===== src/rtl/lcd_bus_rx.sv =====
// Receiver for an 8-bit HD44780-style LCD write bus. It decodes each lcd_en fall and keeps a 2x16 DDRAM shadow.
// Optional macro LCD_EN_WIDTH_CHECK_EN discards enable pulses shorter than MIN_EN_CYCLES and flags err[3].
module lcd_bus_rx #(
  parameter int SYNC_STAGES   = 2,
  parameter int MIN_EN_CYCLES = 16
) (
  input  logic       clk_1MHz,
  input  logic       rst,
  input  logic       lcd_rs,
  input  logic       lcd_rw,
  input  logic       lcd_en,
  input  logic [7:0] lcd_data,
  input  logic [4:0] rd_addr,
  output logic [7:0] rd_data,
  output logic [6:0] cursor_addr,
  output logic       disp_on,
  output logic       busy,
  output logic       cmd_valid,
  output logic [7:0] cmd_code,
  output logic       char_valid,
  output logic       frame_done,
  output logic [3:0] err
);

  if (SYNC_STAGES < 2 || MIN_EN_CYCLES < 1) begin : g_bad_param
    $error("lcd_bus_rx: SYNC_STAGES must be >= 2 and MIN_EN_CYCLES >= 1");
  end

  typedef enum logic {IDLE, CLEAR} state_t;

  state_t      state, state_nxt;
  logic [10:0] sync_q [SYNC_STAGES];
  logic        en_s, en_q, strobe;
  logic        hold_rs, hold_rw;
  logic [7:0]  hold_data;
  logic        width_ok, accept, clear_start;
  logic [4:0]  clr_idx;
  logic [7:0]  shadow [32];
  logic        inc_mode, cgram_mode;
  logic [2:0]  err_q;
  logic        on_screen;
  logic [4:0]  wr_idx;

  // The whole bus goes through the same synchroniser so that en and data stay aligned.
  always_ff @(posedge clk_1MHz or posedge rst) begin
    if (rst) begin
      for (int i = 0; i < SYNC_STAGES; i++) sync_q[i] <= '0;
    end else begin
      sync_q[0] <= {lcd_en, lcd_rs, lcd_rw, lcd_data};
      for (int i = 1; i < SYNC_STAGES; i++) sync_q[i] <= sync_q[i-1];
    end
  end

  assign en_s = sync_q[SYNC_STAGES-1][10];

  always_ff @(posedge clk_1MHz or posedge rst) begin
    if (rst) begin
      en_q      <= 1'b0;
      hold_rs   <= 1'b0;
      hold_rw   <= 1'b0;
      hold_data <= '0;
    end else begin
      en_q <= en_s;
      if (en_s) {hold_rs, hold_rw, hold_data} <= sync_q[SYNC_STAGES-1][9:0];
    end
  end

  assign strobe = en_q & ~en_s;

`ifdef LCD_EN_WIDTH_CHECK_EN
  localparam int CNT_W = $clog2(MIN_EN_CYCLES + 1);
  logic [CNT_W-1:0] en_cnt;
  logic             err3_q;

  // The counter saturates at the threshold, so it never wraps on long pulses.
  always_ff @(posedge clk_1MHz or posedge rst) begin
    if (rst) begin
      en_cnt <= '0;
      err3_q <= 1'b0;
    end else begin
      if (!en_s)                                en_cnt <= '0;
      else if (en_cnt != CNT_W'(MIN_EN_CYCLES)) en_cnt <= en_cnt + 1'b1;
      if (strobe && !width_ok)                  err3_q <= 1'b1;
    end
  end

  assign width_ok = (en_cnt >= CNT_W'(MIN_EN_CYCLES));
  assign err      = {err3_q, err_q};
`else
  assign width_ok = 1'b1;
  assign err      = {1'b0, err_q};
`endif

  assign busy        = (state == CLEAR);
  assign accept      = strobe & width_ok & ~busy;
  assign clear_start = accept & ~hold_rw & ~hold_rs & (hold_data == 8'h01);

  always_ff @(posedge clk_1MHz or posedge rst) begin
    if (rst) begin
      state   <= IDLE;
      clr_idx <= '0;
    end else begin
      state   <= state_nxt;
      clr_idx <= (state == CLEAR) ? clr_idx + 5'd1 : 5'd0;
    end
  end

  // NOTE: the next state gets its default first, so no path through the case can infer a latch.
  always_comb begin
    state_nxt = state;
    case (state)
      IDLE:    if (clear_start) state_nxt = CLEAR;
      CLEAR:   if (clr_idx == 5'd31) state_nxt = IDLE;
      default: state_nxt = IDLE;
    endcase
  end

  function automatic logic [6:0] step_addr(input logic [6:0] a, input logic inc);
    if (inc) return (a == 7'h27) ? 7'h40 : (a == 7'h67) ? 7'h00 : a + 7'd1;
    else     return (a == 7'h00) ? 7'h67 : (a == 7'h40) ? 7'h27 : a - 7'd1;
  endfunction

  // Line 1 is DDRAM 0x00-0x0F and line 2 is 0x40-0x4F. Bit 6 of the address selects the shadow half.
  assign on_screen = (cursor_addr[6:4] == 3'b000) || (cursor_addr[6:4] == 3'b100);
  assign wr_idx    = {cursor_addr[6], cursor_addr[3:0]};

  // NOTE: all sequential state uses non-blocking assignments, so every register samples pre-edge values.
  always_ff @(posedge clk_1MHz or posedge rst) begin
    if (rst) begin
      cursor_addr <= '0;
      inc_mode    <= 1'b1;
      cgram_mode  <= 1'b0;
      disp_on     <= 1'b0;
      cmd_code    <= '0;
      err_q       <= '0;
      cmd_valid   <= 1'b0;
      char_valid  <= 1'b0;
      frame_done  <= 1'b0;
    end else begin
      cmd_valid  <= 1'b0;
      char_valid <= 1'b0;
      frame_done <= 1'b0;
      if (strobe && width_ok && busy) err_q[2] <= 1'b1;
      if (accept) begin
        if (hold_rw) begin
          err_q[0] <= 1'b1;
        end else if (!hold_rs) begin
          cmd_valid <= 1'b1;
          cmd_code  <= hold_data;
          casez (hold_data)
            8'b1???????: begin cursor_addr <= hold_data[6:0]; cgram_mode <= 1'b0; end
            8'b01??????: cgram_mode <= 1'b1;
            8'b001?????: if (!hold_data[4]) err_q[1] <= 1'b1;
            8'b0001????: ;
            8'b00001???: disp_on <= hold_data[2];
            8'b000001??: inc_mode <= hold_data[1];
            8'b0000001?: cursor_addr <= '0;
            8'b00000001: begin
              cursor_addr <= '0;
              inc_mode    <= 1'b1;
              cgram_mode  <= 1'b0;
            end
            default: ;
          endcase
        end else begin
          char_valid <= 1'b1;
          if (!cgram_mode) begin
            cursor_addr <= step_addr(cursor_addr, inc_mode);
            if (cursor_addr == 7'h4F) frame_done <= 1'b1;
          end
        end
      end
    end
  end

  // NOTE: the shadow must read as blanks straight out of reset, so this small array resets to spaces.
  always_ff @(posedge clk_1MHz or posedge rst) begin
    if (rst) begin
      for (int i = 0; i < 32; i++) shadow[i] <= 8'h20;
    end else if (busy) begin
      shadow[clr_idx] <= 8'h20;
    end else if (accept && !hold_rw && hold_rs && !cgram_mode && on_screen) begin
      shadow[wr_idx] <= hold_data;
    end
  end

  assign rd_data = shadow[rd_addr];

endmodule


===== config.mk =====
export PLATFORM = sky130hd
export DESIGN_NAME = lcd_bus_rx
export DESIGN_NICKNAME = d
export VERILOG_FILES = /design/src/rtl/lcd_bus_rx.sv
export SDC_FILE = /design/constraint.sdc
export NUM_CORES = 1
export LEC_CHECK = 0
export ABC_AREA = 1
export BUFFER_PORTS_ARGS = -buffer_cell sky130_fd_sc_hd__buf_2
export CORE_ASPECT_RATIO = 1.4
export CORE_MARGIN = 5
export CORE_UTILIZATION = 63
export DETAILED_ROUTE_END_ITERATION = 7
export GPL_TIMING_DRIVEN = 0
export PLACE_DENSITY = 0.86
export SYNTH_ARGS = -nofsm -noshare
export SYNTH_HDL_FRONTEND = slang
export SYNTH_SLANG_ARGS = --single-unit

===== constraint.sdc =====
create_clock -name clk_1MHz -period 13.7 [get_ports clk_1MHz]
set_input_delay 1.37 -clock clk_1MHz [delete_from_list [all_inputs] [get_ports clk_1MHz]]
set_output_delay 1.37 -clock clk_1MHz [all_outputs]
set_load 0.01 [all_outputs]

==> out/metrics.yaml, run 1 <==
power_and_ir_drop:
  p_leak_nw: 8.59
  p_per_area_nw_per_um2: 135
  ir_drop_mv: 0.121
  power_mw: 2.39
detailed_routing:
  wl_met3_um: 5340
  highest_layer: "met4"
  wl_met2_um: 26100
  met1Wirelength_um: 19400
  drc: 0
  finalWirelength_um: 56500
  vias_per_cell: 6.11
  ant_nets: 0
  vias: 15238
  dr.pass1.iters: 7
  post_drt_wl_per_cell_um: 22.7
  drt_iter0_markers: 1959
timing:
  finalSetupViolCount: 0
  fin_skew_ns: 0.0177
  rsz0062_at_grt: "false"
  holdWs_ns: 0.348
  tns_ns: 0
  tightest_slew_ns: 1.05
  hold_violations: 0
  relSlewSlack_pct: 29.8
  min_period_ns: 5.22
  fmax_ghz: 0.192
  fin_crit_sh_pct: 38.1
  slew_violations: 0
worst_setup_path:
  path_common_cell: "buf_2"
  critical_path_required_ns: 12.33
  crit_family: "buffers and inverters"
  critPathSlowestCell: "buf_1"
  reg2reg_setup_slack_ns: 10.86
  critPathBufInv: 5
  path_cells: "buf_2 > inv_1 > buf_2 > buf_1 > nand2_1 > nand3_1 > nand3_1 > a21oi_1 > nor2_1 > a21oi_1 > buf_2"
  path_class: "in -> out"
  max_stage_delay_ns: 0.74
  reg2reg_depth: 10
  crit_arrival_ns: 3.85
  crit_cells: 11
  critPathLaunch: "rd_addr[0]"
  crit_path_start_kind: "input port"
  cp_max_fo: 10
  r2r-end: "shadow[254]"
  end_kind: "output pin"
  worstReg2RegStart: "cursor_addr[0]"
place:
  port_buffers: 46
  gp_congestion: 1.01
  dp_hpwl_um: 38900
hold_path:
  hold_end: "sync_q[6]"
  min_from: "sync_q[17]"
  min_path_type: "reg -> reg"
  min_path_cells: 0
clock_tree:
  post_cts_buffers: 0
  cts_hold_buf: 0
  clock_latency_ns: 0.60
  htree_levels: 1
  ctsRootBufferMaster: "clkbuf_16"
  cts_tree: "built"
  path_clk_slew_ns: 0.07
  cts_resized: 0
  cts.sinks: 319
  ctsLongestPathBuffers: 3
  cts_made_buffers: 30
yosys:
  ys_seq_area_share_pct: 50.4
  yosysWarnings: 0
  synth-edff-count: 0
  synth_area_um2: 15900
  synth-seq-cells: 319
  synth_nets: 2103
  synthArstFlopShare_pct: 100
  synthDistinctLibCells: 38
  syn_avg_cell_area_um2: 7.67
  ys.flop_type: "dfrtp_1"
  syn_inst: 2075
floorplanning:
  die_w_um: 144
  initial_core_util_pct: 64.3
  core_area_um2: 24800
  fp.dieH_um: 198
  rows: 68
  dieArea_um2: 28600
  io_pins: 50
global_route:
  grt_pass1_vias: 14929
  grt_max_degree: 128
  grt_overflow: 0
  antenna_found_initial: 0
  track_usage_pct: 40.0
  grt_first_pass_wirelength_um: 86000
final_layout:
  syn_to_final_growth_pct: 11.0
  final_layout_size_suffix_gt1_share_pct: 11.8
  fillers: 1885
  antenna_cells: 0
  final_nets: 2183
run:
  maxCapViolCount: 0
run_status:
  status: "completed"
[power breakdown]
part	internal [mW]	switching, mW
Combinational	0.104	0.317
Sequential	1.01	0.0456
Clock	0.518	0.392
Total	1.63	0.755
[worst max path at each step]
stage	endpoint
global placement	shadow[170]
global route	rd_data[0]
CTS	rd_data[0]
finish	rd_data[0]
detailed placement	rd_data[0]
floorplan	busy
[synth_stat cells, types with 10 or more instances]
master / instances / area [µm²]
a21oi_1: 86 / 430
a21oi_2: 22 / 193
buf_1: 22 / 82.6
buf_2: 15 / 75.1
clkbuf_1: 61 / 229
dfrtp_1: 286 / 7160
dfstp_2: 33 / 867
ha_1: 10 / 125
inv_1: 93 / 349
nand2_1: 982 / 3690
nand3_1: 182 / 911
nor2_1: 67 / 251
nor2_4: 30 / 338
nor3_2: 20 / 200
o21ai_0: 91 / 455
o21ai_1: 10 / 50.1
[flip-flops by register name (all words and copies together) (netlist names), 3 cells and up]
signal and count:
clr_idx 5, shadow 256, hold_data 8, cmd_code 8, cursor_addr 7, err_q 3
sync_q 21
[cell type report]
| cell class | count | area [µm²] | area share (%) |
|---|---|---|---|
| tap | 315 | 394 | 2.23 |
| clock buffer | 39 | 855 | 4.84 |
| clock inverter | 16 | 216 | 1.22 |
| timing repair buffer | 48 | 285 | 1.61 |
| inverter | 99 | 379 | 2.15 |
| sequential | 319 | 8020 | 45.4 |
| buffer | 108 | 479 | 2.71 |
| multi-input combinational | 1549 | 7040 | 39.8 |
[per-stage QoR]
step | setup slack, ns | area [µm²] | utilization [%] | std cells
after global placement | 0.500 | 16500 | 66.8 | 2436
after floorplan | 3.56 | 15900 | - | 2075
final | 8.48 | 17700 | 71.4 | 2493
after global routing | 8.54 | 17700 | 71.4 | 2493
after CTS | 8.64 | 17700 | 71.4 | 2493
after detailed placement | 8.68 | 16600 | 67.1 | 2438
[cells by family after synthesis]
group | synth area share [%]
and+or+nand+nor | 34.9
DFF | 50.4
AOI/OAI and AO/OA | 8.50
buffers and inverters | 5.35
adders and majority gates | 0.786
xor gates and xnor gates | 0.0550
other | 0.0236
[routing by layer]
layer / global-route usage (%) / vias to the layer above
met5: 0 / -
met4: 32.5 / 0
met3: 7.95 / 315
met2: 62.9 / 1010
met1: 47.1 / 7179
li1: - / 6734
[cell usage in the layout (no fill, tap or decap), drive strengths merged, types with 3 or more instances in the layout]
master and count:
clkbuf 102, bufinv 4, dfrtp 286, nor2 106
o22ai 4, buf 93, nand2 983, clkinv 5
nand3 183, o21ai 101, o211ai 3, nor3 27
dfstp 33, nand4 4, inv 102, o21a 4
o31ai 7, clkinvlp 4, a21oi 108, ha 10
Note: power is estimated with default switching activity, not from simulation.
==> run 2: changes to the inputs <==
--- a/config.mk
+++ b/config.mk
@@ -9,10 +9,10 @@
 export BUFFER_PORTS_ARGS = -buffer_cell sky130_fd_sc_hd__buf_2
 export CORE_ASPECT_RATIO = 1.4
 export CORE_MARGIN = 5
-export CORE_UTILIZATION = 63
+export CORE_UTILIZATION = 57
 export DETAILED_ROUTE_END_ITERATION = 7
 export GPL_TIMING_DRIVEN = 0
-export PLACE_DENSITY = 0.86
+export PLACE_DENSITY = 0.82
 export SYNTH_ARGS = -nofsm -noshare
 export SYNTH_HDL_FRONTEND = slang
 export SYNTH_SLANG_ARGS = --single-unit
==> constraint.sdc (replaced) <==
create_clock -name clk_1MHz -period 4.6 [get_ports clk_1MHz]
set_input_delay 0.46 -clock clk_1MHz [delete_from_list [all_inputs] [get_ports clk_1MHz]]
set_output_delay 0.46 -clock clk_1MHz [all_outputs]
set_load 0.01 [all_outputs]
==> run 2 against run 1 <==
Compared with the run above:
- critical path depth decreased by 3
- utilization decreased by 6.4 points
- sequential share of layout area decreased by 0.60 points
- worst setup slack got worse by 7.4 ns
- combinational power increased to 2.9 times the previous value
- largest power group unchanged
- sequential power increased to 3.0 times the previous value
- highest routed layer unchanged
- clock power increased to 2.9 times the previous value
- critical path type unchanged
- final cell count increased by 2.9%
==> out/metrics.yaml, run 2 (same netlist as run 1, synthesis figures left out) <==
global_route:
  grt_max_degree: 45
  grt_overflow: 0
  antenna_found_initial: 0
  grt_first_pass_wirelength_um: 83300
  track_usage_pct: 34.9
  grt_pass1_vias: 14524
run:
  maxCapViolCount: 0
power_and_ir_drop:
  ir_drop_mv: 0.487
  p_leak_nw: 8.66
  p_seq_share_pct: 44.7
  p_per_area_nw_per_um2: 392
  power_mw: 7.03
  switchingPower_mw: 2.18
  switching_share_pct: 31.1
  clkPwrFrac_pct: 37.8
  p_int_mw: 4.84
  pwr-share-comb_pct: 17.5
detailed_routing:
  dr.pass1.iters: 6
  vias_per_cell: 5.81
  finalWirelength_um: 54500
  drc: 0
  ant_nets: 0
  vias: 14900
  drt_iter0_markers: 1690
  post_drt_wl_per_cell_um: 21.2
worst_setup_path:
  path_common_cell: "a21oi_1"
  crit_path_start_kind: "input port"
  crit_arrival_ns: 3.07
  path_class: "in -> out"
  end_kind: "output pin"
  cp_max_fo: 10
  max_stage_delay_ns: 0.69
  critPathSlowestCell: "buf_1"
  critical_path_required_ns: 4.14
  critPathBufInv: 4
  path_cells: "clkbuf_1 > inv_2 > buf_1 > nand3_1 > nand2_1 > a21oi_1 > a21oi_1 > buf_2"
  crit_family: "buffers and inverters"
clock_tree:
  ctsRootBufferMaster: "clkbuf_16"
  cts_made_buffers: 31
  path_clk_slew_ns: 0.06
  cts_tree: "built"
  ctsLongestPathBuffers: 3
  htree_levels: 1
  post_cts_buffers: 0
  clock_latency_ns: 0.58
  cts_resized: 0
  cts.sinks: 319
floorplanning:
  initial_core_util_pct: 57.7
  rows: 72
  die_w_um: 151
  io_pins: 50
  fp.dieH_um: 208
  core_area_um2: 27600
  dieArea_um2: 31400
place:
  placed_area_um2: 16800
  dp_hpwl_um: 38600
  gp_congestion: 1.05
  port_buffers: 46
final_layout:
  layout_common_cells: "nand2_1, dfrtp_1, nand3_1"
  antenna_cells: 0
  top_regs: "shadow (256), sync_q (21)"
  final_layout_size_suffix_gt1_share_pct: 11.9
  syn_to_final_growth_pct: 12.5
  fillers: 2328
  regMostFlops: "shadow"
  fin_area_um2: 17900
  multi_input_area_um2: 7040
  layout_commonest_cell: "nand2_1"
  largest_reg_flops: 256
  seqCellArea_um2: 8020
  final_nets: 2200
timing:
  relSlewSlack_pct: 31.2
  slew_violations: 0
  finalSetupViolCount: 0
  min_period_ns: 3.53
  holdWs_ns: 0.0911
  fin_crit_sh_pct: 76.7
  fin_skew_ns: 0.0109
  tns_ns: 0
  fmax_ghz: 0.284
  tightest_slew_ns: 1.03
  hold_violations: 0
  rsz0062_at_grt: "false"
run_status:
  status: "completed"
hold_path:
  min_path_type: "in -> async"
[run 2: worst reg2reg max path, delay by kind of cell (launching register included)]
kind	cells	cell delay [ns]
AND/OR/NAND/NOR	6	1.10
buffers and inverters	2	0.69
adder cells (fa/ha/maj)	1	0.17
flip-flops	1	0.45
AO/OA/AOI/OAI	1	0.20
[run 2: area by class of cell]
class | instances | area share [%]
clock inverter | 20 | 1.28
tap | 370 | 2.59
sequential | 319 | 44.8
multi-input combinational | 1549 | 39.3
timing repair buffer | 64 | 2.68
inverter | 99 | 2.10
clock buffer | 37 | 4.57
buffer | 108 | 2.68
[run 2: power by group through the flow]
stage | clock, mW | combinational, mW | sequential (mW)
floorplan | 0 | 0.733 | 3.18
global placement | 0 | 1.14 | 3.18
detailed placement | 0 | 1.18 | 3.18
CTS | 2.66 | 1.19 | 3.14
global route | 2.79 | 1.32 | 3.16
finish | 2.65 | 1.23 | 3.14
[run 2: final timing paths]
| path | from | to | slack, ns | cells past startpoint |
|---|---|---|---|---|
| max | rd_addr[2] | rd_data[7] | 1.07 | 8 |
| min | rst | shadow[49] | 0.09 | 2 |
| max reg2reg | cursor_addr[1] | shadow[254] | 1.90 | 10 |
| min reg2reg | sync_q[20] | sync_q[9] | 0.35 | 0 |
| max in group asynchronous | rst | shadow[237] | 3.17 | 5 |
| min in group clk_1MHz | sync_q[20] | sync_q[9] | 0.35 | 0 |
[run 2: repair_timing]
action	CTS	global route
setup endpoints to repair	0	0
hold buffers	11	0
hold endpoints to repair	11	0
[run 2: routing by layer]
layer / wire, µm / global-route usage (%) / vias to the layer above
met1: 18800 / 42.3 / 6924
met4: 5570 / 28.6 / 0
met3: 5730 / 7.08 / 291
met2: 24500 / 52.9 / 933
li1: - / - / 6752
met5: 0 / 0 / -
[run 2: through the flow]
step / setup slack (ns) / utilization (%) / std cells
final: 1.07 / 65.0 / 2566
after global routing: 1.14 / 65.0 / 2566
after CTS: 1.28 / 65.0 / 2566
after detailed placement: 1.27 / 60.8 / 2498
after global placement: -1.79 / 60.3 / 2491
after floorplan: -0.0859 / - / 2075
==> run 3: changes to the inputs <==
==> constraint.sdc (replaced) <==
create_clock -name clk_1MHz -period 3 [get_ports clk_1MHz]
set_input_delay 0.3 -clock clk_1MHz [delete_from_list [all_inputs] [get_ports clk_1MHz]]
set_output_delay 0.3 -clock clk_1MHz [all_outputs]
set_load 0.01 [all_outputs]
==> run 3 against run 2 <==
Compared with the run above:
- the flow now finishes with violations (DRC)
- utilization grew 0.059 points
- die area is the same
- largest power group unchanged
- clock power grew 54%
- register-to-register slack worse by 1.6 ns
- critical path type unchanged
- worst hold slack improved by 0.26 ns
- final cell count about the same
- global-route usage hardly changed
==> out/metrics.yaml, run 3 (same netlist as run 1, synthesis figures left out) <==
run_status:
  status: "finished, violations left"
  violations: "DRC"
clock_tree:
  ctsLongestPathBuffers: 3
  post_cts_buffers: 0
  ctsRootBufferMaster: "clkbuf_16"
  path_clk_slew_ns: 0.07
  cts_made_buffers: 31
  cts_tree: "built"
  cts.sinks: 319
  htree_levels: 1
  clock_latency_ns: 0.58
timing:
  fin_skew_ns: 0.0110
  min_period_ns: 2.94
  relSlewSlack_pct: 34.1
  finalSetupViolCount: 0
  rsz0062_at_grt: "false"
  slew_violations: 0
  fmax_ghz: 0.340
  fin_crit_sh_pct: 98.0
  tightest_slew_ns: 0.989
  hold_violations: 0
place:
  port_buffers: 46
  dp_cells: 2498
  placed_area_um2: 16800
  dp_hpwl_um: 38600
  gp_congestion: 1.05
final_layout:
  fin_area_um2: 17900
  largest_reg_flops: 256
  top_regs: "shadow (256), sync_q (21)"
  final_nets: 2201
  final_layout_size_suffix_gt1_share_pct: 12.1
  layout_commonest_cell: "nand2_1"
  antenna_cells: 0
  layout_common_cells: "nand2_1, dfrtp_1, nand3_1"
  regMostFlops: "shadow"
  final_cells: 2567
  syn_to_final_growth_pct: 12.6
power_and_ir_drop:
  ir_drop_mv: 0.744
  p_seq_share_pct: 44.7
  p_per_area_nw_per_um2: 601
  p_int_mw: 7.43
  p_leak_nw: 8.68
  switching_share_pct: 31.1
  power_mw: 10.8
  switchingPower_mw: 3.36
  pwr-share-comb_pct: 17.4
  clkPwrFrac_pct: 37.8
worst_setup_path:
  end_kind: "output pin"
  critPathLaunch: "rd_addr[0]"
  reg2reg_depth: 10
  crit_family: "buffers and inverters"
  cp_max_fo: 10
  crit_path_start_kind: "input port"
  path_class: "in -> out"
  crit_cells: 12
  critPathBufInv: 4
  path_common_cell: "nand2_1"
  max_stage_delay_ns: 0.66
  crit_arrival_ns: 2.64
  worstReg2RegStart: "cursor_addr[1]"
  critical_path_required_ns: 2.70
  critPathSlowestCell: "clkbuf_1"
  path_cells: "buf_2 > buf_2 > clkbuf_1 > nand2_1 > nand3_1 > nand3_1 > nand2_1 > nand2_1 > nand2_1 > nor2_1 > a21oi_1 > buf_2"
detailed_routing:
  drc: 2
  post_drt_wl_per_cell_um: 21.2
  ant_nets: 0
  drt_iter0_markers: 1675
  dr.pass1.iters: 8
  vias: 14929
  finalWirelength_um: 54500
  vias_per_cell: 5.82
global_route:
  grt_overflow: 0
  track_usage_pct: 34.8
  grt_first_pass_wirelength_um: 83300
  grt_pass1_vias: 14534
  antenna_found_initial: 0
  grt_max_degree: 45
floorplanning:
  initial_core_util_pct: 57.7
  rows: 72
  io_pins: 50
  fp.dieH_um: 208
  core_area_um2: 27600
  dieArea_um2: 31400
  die_w_um: 151
hold_path:
  min_from: "sync_q[21]"
  min_path_cells: 0
  min_path_type: "reg -> reg"
run:
  maxCapViolCount: 0
[run 3: metrics by stage]
step / setup slack (ns) / util, % / setup TNS [ns] / hold slack, ns
global route: 0.0277 / 65.0 / 0 / 0.355
global placement: -3.23 / 60.3 / -966.91 / 0.331
CTS: 0.000512 / 65.0 / 0 / 0.343
floorplan: -1.53 / - / -449.11 / 0.331
finish: 0.0598 / 65.0 / 0 / 0.352
detailed placement: -0.00563 / 60.8 / -0.00563 / 0.340
[run 3: routing by layer]
metal	global-route usage [%]	wire length (µm)
met3	7.23	5550
met2	52.9	24500
met5	0	0
met1	42.2	18900
met4	28.6	5470
[run 3: what timing repair did]
item | 4_1_cts | 5_1_grt
endpoints found under the hold margin | 45 | 0
setup endpoints to repair | 0 | 2
gates resized for setup | 0 | 9
hold buffers | 12 | 0
[run 3: final cells by class]
cell class / instances / area (µm²)
Fill cell: 2330 / 9640
Sequential cell: 319 / 8020
Multi-Input combinational cell: 1549 / 7040
Clock buffer: 37 / 818
Timing Repair Buffer: 65 / 490
Buffer: 108 / 485
Tap cell: 370 / 463
Inverter: 99 / 375
Clock inverter: 20 / 229
[run 3: worst paths after layout]
kind | end | slack (ns)
worst min-delay path | en_s | 0.35
worst min register to register | en_s | 0.35
max in group asynchronous | shadow[189] | 1.17
worst max register to register | shadow[254] | 0.29
min in group asynchronous | shadow[49] | 0.48
worst max-delay path | rd_data[4] | 0.06
[run 3: power by group through the flow]
stage                     clock network, mW  logic [mW]  registers (mW)
after floorplan                           0        1.12            4.88
after global placement                    0        1.74            4.88
after detailed placement                  0        1.81            4.88
after CTS                              4.08        1.83            4.81
after global routing                   4.27        2.03            4.84
final                                  4.08        1.88            4.82
[run 3: worst reg2reg max path: cells and delay by family (launching register included)]
kind | cells | cell delay (ns)
simple gates | 6 | 1.09
buf+inv | 2 | 0.71
flops | 1 | 0.45
compound gates | 1 | 0.20
fa+ha+maj | 1 | 0.17
